## src/rtl/friscv_pkg.sv

```systemverilog
// Shared friscv definitions: APB initiator FSM states and the zero read-data value
// returned on writes and aborted transfers.
package friscv_pkg;

  typedef enum logic [1:0] {
    IDLE,
    ACCESS,
    RDATA,
    RESP
  } apb_init_state_t;

  localparam int APB_ZERO_RDATA = 0;

endpackage

```

## src/rtl/friscv_apb_initiator_if.sv

```systemverilog
// Request/response channels plus peripheral port of the APB initiator.
// The master modport is the initiator; slave is the core + peripheral side.
interface friscv_apb_initiator_if #(
  parameter int ADDRW = 16,
  parameter int XLEN  = 32
);

  logic              req_valid;
  logic              req_ready;
  logic              req_wr;
  logic [ADDRW-1:0]  req_addr;
  logic [XLEN-1:0]   req_wdata;
  logic [XLEN/8-1:0] req_strb;

  logic              rsp_valid;
  logic              rsp_ready;
  logic [XLEN-1:0]   rsp_rdata;
  logic              rsp_err;

  logic              per_en;
  logic              per_wr;
  logic [ADDRW-1:0]  per_addr;
  logic [XLEN-1:0]   per_wdata;
  logic [XLEN/8-1:0] per_strb;
  logic [XLEN-1:0]   per_rdata;
  logic              per_ready;

  modport master (
    input  req_valid, req_wr, req_addr, req_wdata, req_strb,
    input  rsp_ready, per_rdata, per_ready,
    output req_ready, rsp_valid, rsp_rdata, rsp_err,
    output per_en, per_wr, per_addr, per_wdata, per_strb
  );

  modport slave (
    output req_valid, req_wr, req_addr, req_wdata, req_strb,
    output rsp_ready, per_rdata, per_ready,
    input  req_ready, rsp_valid, rsp_rdata, rsp_err,
    input  per_en, per_wr, per_addr, per_wdata, per_strb
  );

endinterface

```

## src/rtl/friscv_apb_watchdog.sv

```systemverilog
// ACCESS-phase watchdog: counts cycles spent in ACCESS and flags the TIMEOUT-th one.
// Instantiated only when FRISCV_APB_TIMEOUT_EN is defined.
module friscv_apb_watchdog #(
  parameter int TIMEOUT = 64
) (
  input  logic aclk,
  input  logic aresetn,
  input  logic srst,
  input  logic i_run,
  output logic o_expired
);

  localparam int CW = $clog2(TIMEOUT);

  logic [CW-1:0] r_count;

  // Held at zero outside ACCESS, so every ACCESS phase starts counting from 0
  always_ff @(posedge aclk or negedge aresetn) begin
    if (!aresetn) begin
      r_count <= '0;
    end else if (srst || !i_run) begin
      r_count <= '0;
    end else begin
      r_count <= r_count + 1'b1;
    end
  end

  assign o_expired = i_run && (r_count == CW'(TIMEOUT - 1));

endmodule

```

## src/rtl/friscv_apb_initiator.sv

```systemverilog
// Converts valid/ready requests into single peripheral transfers, one outstanding.
// Define FRISCV_APB_TIMEOUT_EN to abort ACCESS after TIMEOUT cycles with rsp_err=1.
module friscv_apb_initiator
  import friscv_pkg::*;
#(
  parameter int ADDRW   = 16,
  parameter int XLEN    = 32,
  parameter int TIMEOUT = 64
) (
  input  logic                  aclk,
  input  logic                  aresetn,
  input  logic                  srst,
  friscv_apb_initiator_if.master bus
);

  localparam logic [XLEN-1:0] ZERO_RDATA = XLEN'(APB_ZERO_RDATA);

  apb_init_state_t   r_state, w_next_state;
  logic              r_per_en, w_per_en;
  logic              r_per_wr, w_per_wr;
  logic [ADDRW-1:0]  r_per_addr, w_per_addr;
  logic [XLEN-1:0]   r_per_wdata, w_per_wdata;
  logic [XLEN/8-1:0] r_per_strb, w_per_strb;
  logic              r_rsp_valid, w_rsp_valid;
  logic [XLEN-1:0]   r_rsp_rdata, w_rsp_rdata;
  logic              r_rsp_err, w_rsp_err;
  logic              w_handshake;
  logic              w_timeout;

  assign w_handshake = r_per_en && bus.per_ready;

`ifdef FRISCV_APB_TIMEOUT_EN
  friscv_apb_watchdog #(
    .TIMEOUT (TIMEOUT)
  ) u_watchdog (
    .aclk      (aclk),
    .aresetn   (aresetn),
    .srst      (srst),
    .i_run     (r_state == ACCESS),
    .o_expired (w_timeout)
  );
`else
  logic w_unused_timeout;
  assign w_unused_timeout = (TIMEOUT < 2);
  assign w_timeout        = 1'b0;
`endif

  always_comb begin
    w_next_state = r_state;
    w_per_en     = r_per_en;
    w_per_wr     = r_per_wr;
    w_per_addr   = r_per_addr;
    w_per_wdata  = r_per_wdata;
    w_per_strb   = r_per_strb;
    w_rsp_valid  = r_rsp_valid;
    w_rsp_rdata  = r_rsp_rdata;
    w_rsp_err    = r_rsp_err;
    case (r_state)
      IDLE: begin
        if (bus.req_valid) begin
          w_per_en     = 1'b1;
          w_per_wr     = bus.req_wr;
          w_per_addr   = bus.req_addr;
          w_per_wdata  = bus.req_wdata;
          w_per_strb   = bus.req_strb;
          w_next_state = ACCESS;
        end
      end
      ACCESS: begin
        // A completing handshake takes priority over a same-cycle timeout
        if (w_handshake) begin
          w_per_en = 1'b0;
          if (r_per_wr) begin
            w_rsp_valid  = 1'b1;
            w_rsp_rdata  = ZERO_RDATA;
            w_rsp_err    = 1'b0;
            w_next_state = RESP;
          end else begin
            w_next_state = RDATA;
          end
        end else if (w_timeout) begin
          w_per_en     = 1'b0;
          w_rsp_valid  = 1'b1;
          w_rsp_rdata  = ZERO_RDATA;
          w_rsp_err    = 1'b1;
          w_next_state = RESP;
        end
      end
      RDATA: begin
        w_rsp_valid  = 1'b1;
        w_rsp_rdata  = bus.per_rdata;
        w_rsp_err    = 1'b0;
        w_next_state = RESP;
      end
      RESP: begin
        if (bus.rsp_ready) begin
          w_rsp_valid  = 1'b0;
          w_next_state = IDLE;
        end
      end
      default: w_next_state = IDLE;
    endcase
  end

  always_ff @(posedge aclk or negedge aresetn) begin
    if (!aresetn) begin
      r_state     <= IDLE;
      r_per_en    <= 1'b0;
      r_per_wr    <= 1'b0;
      r_per_addr  <= '0;
      r_per_wdata <= '0;
      r_per_strb  <= '0;
      r_rsp_valid <= 1'b0;
      r_rsp_rdata <= '0;
      r_rsp_err   <= 1'b0;
    end else if (srst) begin
      r_state     <= IDLE;
      r_per_en    <= 1'b0;
      r_per_wr    <= 1'b0;
      r_per_addr  <= '0;
      r_per_wdata <= '0;
      r_per_strb  <= '0;
      r_rsp_valid <= 1'b0;
      r_rsp_rdata <= '0;
      r_rsp_err   <= 1'b0;
    end else begin
      r_state     <= w_next_state;
      r_per_en    <= w_per_en;
      r_per_wr    <= w_per_wr;
      r_per_addr  <= w_per_addr;
      r_per_wdata <= w_per_wdata;
      r_per_strb  <= w_per_strb;
      r_rsp_valid <= w_rsp_valid;
      r_rsp_rdata <= w_rsp_rdata;
      r_rsp_err   <= w_rsp_err;
    end
  end

  assign bus.req_ready = (r_state == IDLE);
  assign bus.per_en    = r_per_en;
  assign bus.per_wr    = r_per_wr;
  assign bus.per_addr  = r_per_addr;
  assign bus.per_wdata = r_per_wdata;
  assign bus.per_strb  = r_per_strb;
  assign bus.rsp_valid = r_rsp_valid;
  assign bus.rsp_rdata = r_rsp_rdata;
  assign bus.rsp_err   = r_rsp_err;

endmodule

```

## src/flat_wrapper.sv

```systemverilog
// flat-port wrapper written by rule: the top's interface ports become plain ports
module friscv_apb_initiator_flat import friscv_pkg::*;
#(
  parameter int ADDRW   = 16,
  parameter int XLEN    = 32,
  parameter int TIMEOUT = 64
)
  (aclk, aresetn, srst, bus_req_valid, bus_req_wr, bus_req_addr, bus_req_wdata, bus_req_strb, bus_rsp_ready, bus_per_rdata, bus_per_ready, bus_req_ready, bus_rsp_valid, bus_rsp_rdata, bus_rsp_err, bus_per_en, bus_per_wr, bus_per_addr, bus_per_wdata, bus_per_strb);
  friscv_apb_initiator_if #(.ADDRW(ADDRW), .XLEN(XLEN)) bus_i ();
  input  logic aclk;
  input  logic aresetn;
  input  logic srst;
  input wire logic [$bits(bus_i.req_valid)-1:0] bus_req_valid;
  input wire logic [$bits(bus_i.req_wr)-1:0] bus_req_wr;
  input wire logic [$bits(bus_i.req_addr)-1:0] bus_req_addr;
  input wire logic [$bits(bus_i.req_wdata)-1:0] bus_req_wdata;
  input wire logic [$bits(bus_i.req_strb)-1:0] bus_req_strb;
  input wire logic [$bits(bus_i.rsp_ready)-1:0] bus_rsp_ready;
  input wire logic [$bits(bus_i.per_rdata)-1:0] bus_per_rdata;
  input wire logic [$bits(bus_i.per_ready)-1:0] bus_per_ready;
  output wire logic [$bits(bus_i.req_ready)-1:0] bus_req_ready;
  output wire logic [$bits(bus_i.rsp_valid)-1:0] bus_rsp_valid;
  output wire logic [$bits(bus_i.rsp_rdata)-1:0] bus_rsp_rdata;
  output wire logic [$bits(bus_i.rsp_err)-1:0] bus_rsp_err;
  output wire logic [$bits(bus_i.per_en)-1:0] bus_per_en;
  output wire logic [$bits(bus_i.per_wr)-1:0] bus_per_wr;
  output wire logic [$bits(bus_i.per_addr)-1:0] bus_per_addr;
  output wire logic [$bits(bus_i.per_wdata)-1:0] bus_per_wdata;
  output wire logic [$bits(bus_i.per_strb)-1:0] bus_per_strb;
  assign bus_i.req_valid = bus_req_valid;
  assign bus_i.req_wr = bus_req_wr;
  assign bus_i.req_addr = bus_req_addr;
  assign bus_i.req_wdata = bus_req_wdata;
  assign bus_i.req_strb = bus_req_strb;
  assign bus_i.rsp_ready = bus_rsp_ready;
  assign bus_i.per_rdata = bus_per_rdata;
  assign bus_i.per_ready = bus_per_ready;
  assign bus_req_ready = bus_i.req_ready;
  assign bus_rsp_valid = bus_i.rsp_valid;
  assign bus_rsp_rdata = bus_i.rsp_rdata;
  assign bus_rsp_err = bus_i.rsp_err;
  assign bus_per_en = bus_i.per_en;
  assign bus_per_wr = bus_i.per_wr;
  assign bus_per_addr = bus_i.per_addr;
  assign bus_per_wdata = bus_i.per_wdata;
  assign bus_per_strb = bus_i.per_strb;
  friscv_apb_initiator #(.ADDRW(ADDRW), .XLEN(XLEN), .TIMEOUT(TIMEOUT)) u_core (.aclk(aclk), .aresetn(aresetn), .srst(srst), .bus(bus_i));
endmodule
```

## config.mk

```make
export PLATFORM = sky130hd
export DESIGN_NAME = friscv_apb_initiator_flat
export DESIGN_NICKNAME = d
export VERILOG_FILES = /design/src/rtl/friscv_pkg.sv /design/src/rtl/friscv_apb_initiator_if.sv /design/src/rtl/friscv_apb_watchdog.sv /design/src/rtl/friscv_apb_initiator.sv /design/src/flat_wrapper.sv
export SDC_FILE = /design/constraint.sdc
export NUM_CORES = 1
export LEC_CHECK = 0
export ABC_AREA = 1
export BUFFER_PORTS_ARGS = -buffer_cell sky130_fd_sc_hd__buf_2
export CORE_ASPECT_RATIO = 1.2
export CORE_MARGIN = 3
export CORE_UTILIZATION = 52
export CTS_BUF_LIST = sky130_fd_sc_hd__clkbuf_2 sky130_fd_sc_hd__clkbuf_4 sky130_fd_sc_hd__clkbuf_8
export DETAILED_ROUTE_END_ITERATION = 10
export PLACE_DENSITY = 0.86
export SYNTH_ARGS = -nofsm -noshare
export SYNTH_HDL_FRONTEND = slang
export SYNTH_SLANG_ARGS = --single-unit
```

## constraint.sdc

```tcl
create_clock -name aclk -period 2.1 [get_ports aclk]
set_input_delay 0 -clock aclk [delete_from_list [all_inputs] [get_ports aclk]]
set_output_delay 0 -clock aclk [all_outputs]
set_load 0.05 [all_outputs]
```

* Yosys cells after proc, flatten, opt, wreduce, memory -nomap -nowiden
Cells that the tools add are included.
Operators by class: mux-type cells 35, eq/ne operators 7, reduce and logical (&&, ||, !) cells 12
Operators by type and width (number):
- $mux 32 | 6
- $pmux 32 s2 | 1
- $mux 16 | 3
- $mux 1 | 14
- $mux 4 | 3
- $reduce_and 3->1 | 3
- $mux 2 | 4
- $pmux 2 s4 | 1
- $ne 3x2->1 const B | 2
- $ne 3x3->1 const B | 2
- $reduce_bool 3->1 | 2
- $eq 2x2->1 const B | 2
- $pmux 1 s2 | 2
- $reduce_and 4->1 | 1
- $reduce_bool 2->1 | 2
- $reduce_bool 4->1 | 1
- $pmux 1 s3 | 1
- $eq 2x1->1 const B | 1
- $logic_not 2->1 | 1
- $reduce_and 2->1 | 1
- $logic_and 1x1->1 | 1
Storage, ports and cells: output and inout bits 89, bits of input ports 91, word-level logic and storage cells 63, bits in registers 90

* Depth between registers and ports, before layout
depth in word-level cells 4, depth in mapped cells 9, depth with buffers taken out 8

* Worst setup path after synthesis
Ideal clock, no wire load.
path type flip-flop to flip-flop, from register u_core.r_state[0], to register u_core.r_per_wdata[10], in the netlist u_core.bus.per_wdata[10], arrival 1825 ps, buffers on the path 2, data required time 2017 ps, stages on the path, launching flop included 9, path slack 192 ps, setup time 83 ps, clock period less this slack 1908 ps, path through dfrtp_1 inv_1 ha_1 inv_1 o21ai_2 buf_6 buf_6 nand3_1 o21ai_0
Between the ends: longest elaborated chain between the ends 3
RTL lines:
- from (decl) | RTL line friscv_apb_initiator.sv:18 | apb_init_state_t r_state, w_next_state;
- from (signal assigned) | RTL line friscv_apb_initiator.sv:127 | r_state <= w_next_state;
- $logic_not 2->1
- net bus_req_ready | RTL line flat_wrapper.sv:21 | output wire logic [$bits(bus_i.req_ready)-1:0] bus_req_ready;
- $reduce_bool 2->1 (no source line)
- $reduce_and 2->1 (no source line)
- to (signal assigned) | RTL line friscv_apb_initiator.sv:131 | r_per_wdata <= w_per_wdata;
- to (decl) | RTL line friscv_apb_initiator.sv:22 | logic [XLEN-1:0] r_per_wdata, w_per_wdata;
The timed path passes the listed nets, and every way through them passes these cells. A chain may end at the register's enable or synchronous reset.

* Final worst setup path
from register u_core.r_state[0], to register u_core.r_per_addr[2], in the netlist u_core.bus.per_addr[2]
Between the ends: longest elaborated chain between the ends 3
RTL lines:
- $logic_not 2->1 | RTL line friscv_apb_initiator.sv:58 | case (r_state)
- $reduce_bool 2->1 (no source line)
- $reduce_and 2->1 (no source line)
- to (signal assigned) | RTL line friscv_apb_initiator.sv:130 | r_per_addr <= w_per_addr;
- to (decl) | RTL line friscv_apb_initiator.sv:21 | logic [ADDRW-1:0] r_per_addr, w_per_addr;
No other way between the ends.

==> results.py <==
metrics = {
    "run_status": {
        "status": "completed",
    },
    "hold_path": {
        "hold_start": "srst",
        "hp-class": "in2reg",
        "holdPathEnd": "u_core.r_state[1]",
        "holdPathStages": 4,
    },
    "clocking": {
        "insertion_delay_ns": 0.34,
        "h-tree-depth": 3,
        "cts_tree": "built",
        "clockBufferDepth": 2,
        "cts_root_buf": "clkbuf_8",
        "cts_setup_buffers": 0,
        "clk_pin_slew_ns": 0.09,
        "cts.sinks": 89,
        "numCtsBuffers": 9,
    },
    "setup_path": {
        "worst_path_max_delay_cell": "dfrtp_1",
        "worst-path-buf-inv": 3,
        "crit_family": "buffers and inverters",
        "path_cells": "inv_1 > ha_1 > inv_1 > o21ai_4 > buf_12 > nand3_1 > o21ai_0",
        "cp_max_fo": 106,
        "r2r_end": "u_core.bus.per_addr[2]",
        "critPathArrivalTime_ns": 2.09,
        "timing_worst_setup_path_type": "reg2reg",
        "r2r_cells": 7,
        "timing.rr.start": "u_core.r_state[0]",
        "crit_path_max_incr_delay_ns": 0.45,
        "cp-start-kind": "flop",
        "cp-end-kind": "flop",
        "required_ns": 2.35,
        "critical_path.most_common_cell": "inv_1",
        "regToRegSetupSlack_ns": 0.26,
    },
    "routing": {
        "drt_iter0_drc": 205,
        "dr.pass1.iters": 5,
        "drc_errors": 0,
        "vias": 4003,
        "wirelength_um": 12300,
        "vias_per_cell": 5.17,
        "drtAntennaViolNets": 0,
        "post_drt_wl_per_cell_um": 15.9,
    },
    "power": {
        "p_leak_nw": 3.04,
        "vdd_ir_drop_max_mv": 0.810,
        "power_mw": 5.78,
        "power_density_nw_per_um2": 1000,
    },
    "yosys": {
        "synth.top_cell.area_share_pct": 58.0,
        "synth_edf_count": 0,
        "syn_nets": 528,
        "ys_seq_area_share_pct": 58.0,
        "ys_async_sr_fraction_pct": 100,
        "yosysTopAreaCell": "dfrtp_1",
        "ys_warn_count": 0,
        "synth-main-ff-cell": "dfrtp_1",
        "synth_area_leaders": "dfrtp_1 58%, o21ai_0 9.6%, nand2_1 8.2%",
        "avgSynthCellArea_um2": 8.93,
        "ys_types": 18,
        "syn_area_um2": 3840,
        "synth-seq-cells": 89,
        "synthCells": 430,
    },
    "sta": {
        "finalCriticalPeriod_ns": 1.84,
        "finalCritPeriodShare_pct": 87.5,
        "slew_headroom_pct": 66.5,
        "skew_ns": 0.0164,
        "finalSetupViolCount": 0,
        "finalHoldViolations": 0,
        "worst-slew-pin-transition_ns": 0.502,
        "layout_setup_ws_ns": 0.262,
        "fmaxAchievable_mhz": 544,
        "rsz0062_at_grt": "no",
        "timing.final.max_slew_violations": 0,
        "final.setup.tns_ns": 0,
    },
    "die": {
        "num_rows": 33,
        "die_area_um2": 8450,
        "core_area_um2": 7020,
        "start_util_pct": 54.7,
        "ios": 180,
        "die_w_um": 84.4,
        "die_h_um": 100,
    },
    "global_route": {
        "met3_usage_pct": 3.61,
        "top_usage_layer": "met2",
        "grt_start_max_net_pins": 107,
        "grt_use_met1_pct": 33.1,
        "grtUsageTotal_pct": 29.6,
        "antenna_found_initial": 0,
        "use_met2_pct": 53.4,
        "grt_pass1_vias": 4095,
        "grt_pass1_wl_um": 19800,
        "overflow": 0,
    },
    "flow_run": {
        "drv_cap": 0,
    },
    "final_layout": {
        "nets": 780,
        "drive_gt1_share_pct": 29.3,
        "multiInputGateArea_um2": 1220,
        "layout.area.seq_um2": 2230,
        "fill_cells": 404,
        "layout_commonest_cell": "buf_2",
        "mostFrequentLayoutCells": "177 x buf_2, 89 x dfrtp_1, 86 x dlygate4sd3_1, 84 x nand2_1, 74 x o21ai_0",
        "final_util_pct": 82.4,
        "area_growth_pct": 50.6,
    },
    "placed_design": {
        "globalplace.congestion": 0.881,
        "hpwl_um": 7000,
        "place_ws_ns": 0.252,
        "io_buffers": 178,
    },
}
[synthesized netlist by cell type (5+ instances only)]
library cell	count
nand2_1	84
buf_6	6
o21ai_1	11
clkbuf_1	5
o21ai_0	74
buf_2	12
inv_1	63
dfrtp_1	89
ha_1	7
nor2_1	8
nand3_1	61
[registers in the layout (all words and copies together) (netlist names)]
signal and cells:
u_core.bus.rsp_rdata 32, u_core.bus.per_wr 1, u_core.bus.per_en 1, u_core.bus.per_wdata 32, u_core.bus.per_addr 16, u_core.bus.rsp_valid 1, u_core.bus.per_strb 4, u_core.r_state 2
[metrics by stage]
stage	area [um^2]	std cells	hold slack, ns
global placement	4730	672	0.000892
detailed placement	4730	672	0.00181
floorplan	3840	430	-0.296
CTS	5770	773	0.0135
global route	5780	773	0.0461
finish	5780	774	0.0223
[what timing repair did]
item                                    in CTS  in global routing
hold buffers                                86                  0
resized for setup                            0                  1
endpoints found under the setup margin       0                  4
hold endpoints to repair                   124                  0
[worst max path at each step]
stage / end / slack (ns) / from / cells after the start
finish: u_core.bus.per_addr[2] / 0.26 / u_core.r_state[0] / 7
global route: u_core.bus.per_addr[4] / 0.09 / u_core.r_state[0] / 7
CTS: u_core.bus.rsp_rdata[10] / 0.24 / u_core.r_state[1] / 8
detailed placement: u_core.bus.rsp_rdata[10] / 0.25 / u_core.r_state[1] / 7
global placement: u_core.bus.rsp_rdata[10] / 0.41 / u_core.r_state[1] / 7
floorplan: u_core.bus.per_wdata[10] / 0.19 / u_core.r_state[0] / 8
[routing by layer]
layer	vias up	wire length [um]
li1	1869	-
met1	1899	4440
met2	181	6710
met3	54	552
met4	0	603
met5	-	0
[kinds of logic (layout without fill, tap and decap cells)]
kind of cell               Yosys count  after routing  synth area share, %
and+or+nand+nor                    156            156                 17.6
adders and majority gates            7              7                 2.28
other                                1              2               0.0977
AOI/OAI and AO/OA                   86             86                 11.3
buffers and inverters               91            347                 10.7
DFF                                 89             89                 58.0
[power by group]
group / switching [mW] / internal (mW) / leakage (nW)
registers: 0.195 / 2.01 / 1.18
logic: 1.90 / 0.613 / 1.77
clock network: 0.566 / 0.498 / 0.0860
total: 2.66 / 3.12 / 3.04
[worst min-delay path: stages]
cell     delay [ns]
buf_2          0.17
nor2_1         0.07
nand2_1        0.05
nand2_1        0.05
[final cells by class]
cell class,instances,share of cell area (%)
flip-flops and latches,89,38.5
repair buffers,268,31.3
multi-input cells,250,21.1
inverters,64,4.15
clock buffers,13,2.77
well taps,87,1.88
clock inverters,2,0.260
diodes,1,0.0433
No activity file was read; power rests on OpenSTA's default activity.
